[src/rtl/axis_dir_filter.sv]
// Multi-axis direction classifier: per-axis thresholds with hysteresis and an
// N-sample persistence filter, emitting registered 4-bit direction codes.
module axis_dir_filter #(
  parameter int unsigned W      = 12,
  parameter int unsigned N_AXES = 2,
  parameter int signed   POS_TH = 256,
  parameter int signed   NEG_TH = -256,
  parameter int unsigned HYST   = 32,
  parameter int unsigned HOLD   = 4
) (
  input  logic                  clk,
  input  logic                  reset,
  input  logic                  sample_valid,
  input  logic [N_AXES*W-1:0]   axes,
  output logic [4*N_AXES-1:0]   dir,
  output logic                  dir_valid,
  output logic                  changed
);

  localparam int unsigned EW = W + 1;
  localparam int unsigned CW = $clog2(HOLD + 1);

  // Thresholds widened by one bit so the hysteresis-adjusted values cannot wrap
  localparam logic signed [EW-1:0] POS_ENTER = EW'(POS_TH);
  localparam logic signed [EW-1:0] POS_KEEP  = EW'(POS_TH - int'(HYST));
  localparam logic signed [EW-1:0] NEG_ENTER = EW'(NEG_TH);
  localparam logic signed [EW-1:0] NEG_KEEP  = EW'(NEG_TH + int'(HYST));

  localparam logic [1:0] ST_IDLE = 2'b00;
  localparam logic [1:0] ST_NEG  = 2'b01;
  localparam logic [1:0] ST_POS  = 2'b10;

  if ((POS_TH - int'(HYST)) <= (NEG_TH + int'(HYST))) begin : g_bad_hyst
    $error("axis_dir_filter: POS_TH-HYST must exceed NEG_TH+HYST");
  end
  if (W < 4 || W > 16) begin : g_bad_w
    $error("axis_dir_filter: W out of range 4..16");
  end
  if (N_AXES < 1 || N_AXES > 8) begin : g_bad_n
    $error("axis_dir_filter: N_AXES out of range 1..8");
  end
  if (HOLD < 1 || HOLD > 255) begin : g_bad_hold
    $error("axis_dir_filter: HOLD out of range 1..255");
  end

  function automatic logic [3:0] enc(input logic [1:0] st);
    case (st)
      ST_POS:  enc = 4'b1000;
      ST_NEG:  enc = 4'b0010;
      default: enc = 4'b0000;
    endcase
  endfunction

  logic [4*N_AXES-1:0] dir_d;
  logic [N_AXES-1:0]   diff_c;

  for (genvar g = 0; g < N_AXES; g++) begin : g_axis
    logic signed [W-1:0]  s;
    logic signed [EW-1:0] se;
    logic [1:0]           st_q, st_d, cand_q, cand_d, tgt;
    logic [CW-1:0]        cnt_q, cnt_d, cnt_upd;

    assign s  = axes[g*W +: W];
    assign se = {s[W-1], s};

    // Target classification; the keep thresholds apply only to the current state
    always_comb begin
      tgt = ST_IDLE;
      if (se >= POS_ENTER || (st_q == ST_POS && se >= POS_KEEP)) begin
        tgt = ST_POS;
      end else if (se <= NEG_ENTER || (st_q == ST_NEG && se <= NEG_KEEP)) begin
        tgt = ST_NEG;
      end
    end

    always_comb begin
      st_d    = st_q;
      cand_d  = cand_q;
      cnt_d   = cnt_q;
      cnt_upd = '0;
      if (sample_valid) begin
        if (tgt == st_q) begin
          cnt_d = '0;
        end else begin
          if (cnt_q == '0 || tgt != cand_q) begin
            cand_d  = tgt;
            cnt_upd = CW'(1);
          end else begin
            cnt_upd = cnt_q + CW'(1);
          end
          cnt_d = cnt_upd;
          if (cnt_upd == CW'(HOLD)) begin
            st_d  = tgt;
            cnt_d = '0;
          end
        end
      end
    end

    always_ff @(posedge clk) begin
      if (reset) begin
        st_q   <= ST_IDLE;
        cand_q <= ST_IDLE;
        cnt_q  <= '0;
      end else begin
        st_q   <= st_d;
        cand_q <= cand_d;
        cnt_q  <= cnt_d;
      end
    end

    assign dir_d[g*4 +: 4] = enc(st_d);
    assign diff_c[g]       = (st_d != st_q);
  end

  always_ff @(posedge clk) begin
    if (reset) begin
      dir       <= '0;
      dir_valid <= 1'b0;
      changed   <= 1'b0;
    end else begin
      dir_valid <= sample_valid;
      changed   <= sample_valid & (|diff_c);
      if (sample_valid) begin
        dir <= dir_d;
      end
    end
  end

endmodule

[config.mk]
export PLATFORM = sky130hd
export DESIGN_NAME = axis_dir_filter
export DESIGN_NICKNAME = d
export VERILOG_FILES = /design/src/rtl/axis_dir_filter.sv
export SDC_FILE = /design/constraint.sdc
export NUM_CORES = 1
export LEC_CHECK = 0
export CORE_MARGIN = 4
export CORE_UTILIZATION = 50
export CTS_BUF_LIST = sky130_fd_sc_hd__clkbuf_4 sky130_fd_sc_hd__clkbuf_8
export CTS_CLUSTER_SIZE = 8
export DETAILED_ROUTE_END_ITERATION = 10
export PLACE_DENSITY = 0.86
export SYNTH_ARGS = -nofsm -noshare
export SYNTH_HDL_FRONTEND = slang
export SYNTH_SLANG_ARGS = --single-unit
[constraint.sdc]
create_clock -name clk -period 3.11 [get_ports clk]
set_clock_uncertainty 0.15 [all_clocks]
set_input_delay 0.933 -clock clk [delete_from_list [all_inputs] [get_ports clk]]
set_output_delay 0.933 -clock clk [all_outputs]
set_load 0.1 [all_outputs]
==> out/metrics.cfg, run 1 <==
[critical_path]
cp_max_fo = 4
slowest_stage = or3_1
cp-start-kind = primary input
cpPeakStageDelay_ns = 0.45
required_ns = 3.20
crit_chain = clkdlybuf4s50_1, nor3_1, a21boi_0, o211a_1, or3_1, buf_4, nand3_1, mux2i_1
critPathArrivalTime_ns = 3.02
path_class = in -> reg
cp-end-kind = flop
r2r_setup_slack_ns = 0.47

[clocking]
cts_max_level = 1
ctsResizeCount = 0
clk_pin_slew_ns = 0.12
clock-root-buffer = clkbuf_4
cts_buffers = 3
tritoncts = yes
clk_path_buf_depth = 2
ctsHoldBuffers = 0
cts.sinks = 20
worstSkewPairLatency_ns = 0.30
post-cts-setup-buffers = 0

[synth]
yosys.area.top_type = dfxtp_1
synth_xor_area_share_pct = 2.98
synth.distinct_cells = 62
yosys-top-cells-area = dfxtp_1 23%, mux2i_1 4.6%, nand2_1 3.7%, nor3_1 3.5%, o21ai_0 3.2%
synthCells = 214
synthArstFlopShare_pct = 0
synthSimpleGateAreaFrac_pct = 25.8
synth_top_area_share_pct = 23.2
yosys.area_share.adder_pct = 2.90
synth_seq_area_share_pct = 23.2
syn_area_um2 = 1720
synthMuxAreaShare_pct = 4.64
synth-edff-count = 0
synth-seq-cells = 20
avgSynthCellArea_um2 = 8.06
yosysWarnings = 0
synth-compound-area-share_pct = 30.7
synth_ff_type = dfxtp_1
ys_top_cells_by_count = 20 x dfxtp_1, 17 x nand2_1, 14 x nor2_1
synth_top_family_by_area = compound AO/OA/AOI/OAI gates
synthMostInstantiatedCell = dfxtp_1

[hold_path]
hold_path.class = reg -> reg

[route]
wire_per_inst_um = 14.4
via_count = 1787
postRouteAntennaNets = 0
vias_per_cell = 5.82
dr.pass1.iters = 4
dr.first_iter.drc_count = 110
drc = 0
drt-total-wl_um = 4420

[die]
die_h_um = 66.7
die-area_um2 = 4450
rows = 21
die_x_um = 66.7
coreArea_um2 = 3340
io-pin-count = 37
start_util_pct = 51.7

[sta]
fin_crit_ns = 2.94
rsz0062_at_grt = false
final-setup-viol-count = 0
setup_tns_ns = 0
worstMarginPinSlew_ns = 0.557
fmax_ghz = 0.340
fin_crit_sh_pct = 94.4
maxSlewViolCount = 0
timing.final.hold_violations = 0
max_slew_margin_pct = 62.4

[power_and_ir_drop]
p_leak_nw = 0.845
power_mw = 0.685
vdd_ir_drop_max_v = 0.000286
powerDensity_nw_per_um2 = 311

[finish]
final_area_um2 = 2200
stdcell_count = 307
drive_gt1_share_pct = 17.2
nets = 293
area_delta_synth_final_pct = 27.6
antenna_cells = 0
fillCellCount = 295

[grt]
grt_max_degree = 18
grt_use_total_pct = 20.8
grt_pass1_wl_um = 7270
grt-ovfl-total = 0
grt_pass1_vias = 1683
grt_antenna_before_repair = 0

[place]
hpwl_um = 3430
portBuffers = 32
gp_congestion = 0.895
dpl.cell_count = 303
placed_area_um2 = 2140

[run_status]
outcome = complete, no violations

[flow_run]
cap_violations = 0

## flip-flops by register name, indices dropped and copies added (netlist names)
signal         count
dir_valid          1
g_axis.cnt_q       6
dir                4
g_axis.st_q        4
g_axis.cand_q      4
changed            1
## worst paths after layout
path	to	start	cells past startpoint
worst min register to register	dir[3]$_SDFFE_PP0P_	dir[3]$_SDFFE_PP0P_	2
worst max register to register	dir[1]$_SDFFE_PP0P_	g_axis[0].cnt_q[0]$_SDFFE_PP0P_	8
worst min-delay path	dir[3]$_SDFFE_PP0P_	dir[3]$_SDFFE_PP0P_	2
worst max-delay path	g_axis[1].cand_q[1]$_SDFFE_PP0P_	axes[14]	8
## final cells by class
type	instances	area [um2]	area share (%)
tap	46	57.6	2.62
multi-input combinational	171	1180	53.6
timing repair buffer	53	463	21.0
sequential	20	400	18.2
clock inverter	1	30.0	1.36
inverter	13	48.8	2.22
clock buffer	3	22.5	1.02
## worst max-delay path, delay by kind of cell
family	cells	cell delay, ns
and+or+nand+nor	3	0.81
muxes	1	0.22
AOI/OAI and AO/OA	2	0.48
buffers and inverters	2	0.59
## layer usage
layer	wire length [um]	vias to the layer above	global-route usage (%)
li1	-	886	-
met1	1930	834	24.6
met2	2160	54	38.1
met3	226	13	2.36
met4	95	0	7.11
met5	0	-	0
## layout by cell type, fill, tap and decap left out, types with 6 or more instances in the layout
cell | synthesis | layout
buf_4 | 5 | 27
clkdlybuf4s50_1 | 0 | 26
dfxtp_1 | 20 | 20
nand2_1 | 17 | 17
nor2_1 | 14 | 14
inv_1 | 13 | 13
nor3_1 | 12 | 12
o21ai_0 | 11 | 11
a21oi_1 | 10 | 10
nand3_1 | 9 | 9
mux2i_1 | 8 | 8
nand2b_1 | 6 | 6
## where the power goes
group          leakage [nW]  switching [mW]  internal [mW]
clock network        0.0279          0.0841          0.130
logic                 0.654           0.112         0.0837
registers             0.163          0.0101          0.264
## logic make-up (layout without fill, tap and decap cells)
logic type	Yosys count	in the layout
adder cells (fa/ha/maj)	4	4
XOR/XNOR	5	5
other	1	4
AND/OR/NAND/NOR	82	82
multiplexers	8	8
flip-flops	20	20
AO/OA/AOI/OAI	68	68
buffers and inverters	26	70
## metrics by stage
step	util, %	hold WS [ns]	worst slack (ns)
detailed placement	64.1	0.309	-0.129
global route	66.0	0.365	0.0392
finish	66.0	0.322	0.173
floorplan	-	0.306	0.365
global placement	64.1	0.293	-0.0685
CTS	65.7	0.328	0.183
Power figures use the tool's default switching activity.
==> run 2: changes to the inputs <==
--- a/config.mk
+++ b/config.mk
@@ -5,12 +5,12 @@
 export SDC_FILE = /design/constraint.sdc
 export NUM_CORES = 1
 export LEC_CHECK = 0
-export CORE_MARGIN = 4
-export CORE_UTILIZATION = 50
+export CORE_MARGIN = 2
+export CORE_UTILIZATION = 30
 export CTS_BUF_LIST = sky130_fd_sc_hd__clkbuf_4 sky130_fd_sc_hd__clkbuf_8
 export CTS_CLUSTER_SIZE = 8
 export DETAILED_ROUTE_END_ITERATION = 10
-export PLACE_DENSITY = 0.86
+export PLACE_DENSITY = 0.59
 export SYNTH_ARGS = -nofsm -noshare
 export SYNTH_HDL_FRONTEND = slang
 export SYNTH_SLANG_ARGS = --single-unit
==> run 2 against run 1 <==
Compared with the run above:
- final cell count increased by 10%
- first-iteration DRC count decreased by 49%
- register-to-register slack about the same
- critical path type unchanged
- highest routed layer unchanged
==> out/metrics.cfg, run 2 (same netlist as run 1, synthesis figures left out) <==
[finish]
area_delta_synth_final_pct = 31.8
drive_gt1_share_pct = 19.1
largest_reg_flops = 6
fin_util_pct = 41.0
final_common_cell = buf_4
nets = 299
mostFrequentLayoutCells = 33 x buf_4, 26 x clkdlybuf4s50_1, 20 x dfxtp_1, 17 x nand2_1, 14 x nor2_1
antenna_cells = 0
largest-register = g_axis.cnt_q

[route]
dr.first_iter.drc_count = 56
drt-total-wl_um = 4240
wire_per_inst_um = 12.5
drc = 0
postRouteAntennaNets = 0
dr.pass1.iters = 4
vias_per_cell = 5.12
via_count = 1735

[clocking]
clock-root-buffer = clkbuf_8
ctsHoldBuffers = 0
cts_max_level = 1
clk_pin_slew_ns = 0.07
post-cts-setup-buffers = 0
cts_buffers = 3
clk_path_buf_depth = 2
cts.sinks = 20
tritoncts = yes
ctsResizeCount = 0
worstSkewPairLatency_ns = 0.25

[place]
gp_congestion = 0.874
hpwl_um = 3400
portBuffers = 32

[die]
rows = 27
start_util_pct = 31.1
die_x_um = 79.8
coreArea_um2 = 5540
die_h_um = 79.8
io-pin-count = 37
die-area_um2 = 6370

[sta]
max_slew_margin_pct = 63.2
final-setup-viol-count = 0
fmax_ghz = 0.338
rsz0062_at_grt = false
worstMarginPinSlew_ns = 0.547
fin_crit_ns = 2.96
maxSlewViolCount = 0
timing.final.hold_violations = 0
setup_tns_ns = 0
fin_crit_sh_pct = 95.2
whs_ns = 0.318

[power_and_ir_drop]
p_leak_nw = 0.873
powerDensity_nw_per_um2 = 293
vdd_ir_drop_max_v = 0.000213
power_mw = 0.666

[hold_path]
hold_path.class = reg -> reg

[grt]
grt_pass1_wl_um = 7430
grt_use_total_pct = 14.0
grt_max_degree = 18
grt_antenna_before_repair = 0
grt-ovfl-total = 0
grt_pass1_vias = 1711

[critical_path]
cp_max_fo = 4
required_ns = 3.11
cp-start-kind = primary input
path_class = in -> reg
critPathArrivalTime_ns = 2.96
cp-end-kind = flop

[run_status]
outcome = complete, no violations

[flow_run]
cap_violations = 0

==> run 2: worst max-delay path, stage by stage <==
cell and delay [ns]:
clkdlybuf4s50_1 0.40, or4_4 0.54, o22ai_2 0.18, a21boi_0 0.22, o311ai_2 0.41, mux2i_1 0.23, nor2_1 0.05
==> run 2: metrics by stage <==
step,std cells,setup WS [ns],area [um2]
floorplan,217,0.365,1740
global placement,335,-0.102,2220
detailed placement,335,-0.121,2220
CTS,339,0.149,2270
global route,339,0.0151,2270
finish,339,0.148,2270
==> run 2: final cells by class <==
class,instances,area [um2]
Fill cell,584,3270
Tap cell,72,90.1
Sequential cell,20,400
Timing Repair Buffer,59,508
Inverter,13,48.8
Clock buffer,4,55.1
Multi-Input combinational cell,171,1170
==> run 2: worst paths after layout <==
check | from | to | slack [ns] | cells past startpoint
setup / recovery | axes[1] | g_axis[0].cand_q[0]$_SDFFE_PP0P_ | 0.15 | 7
hold / removal | dir[3]$_SDFFE_PP0P_ | dir[3]$_SDFFE_PP0P_ | 0.32 | 2
setup reg to reg | g_axis[0].cnt_q[0]$_SDFFE_PP0P_ | dir[1]$_SDFFE_PP0P_ | 0.47 | 8
hold reg to reg | dir[3]$_SDFFE_PP0P_ | dir[3]$_SDFFE_PP0P_ | 0.32 | 2
==> run 2: layer usage <==
metal / vias to the layer above / track usage (%) / routed length (um)
li1: 900 / - / -
met1: 797 / 19.1 / 2090
met2: 34 / 24.0 / 1940
met3: 4 / 1.81 / 183
met4: 0 / 2.03 / 34
met5: - / 0 / 0
==> run 2: power breakdown <==
group / total, mW / switching [mW] / internal, mW
clock: 0.195 / 0.0829 / 0.112
sequential: 0.273 / 0.00953 / 0.264
combinational: 0.198 / 0.111 / 0.0871
total: 0.666 / 0.203 / 0.463
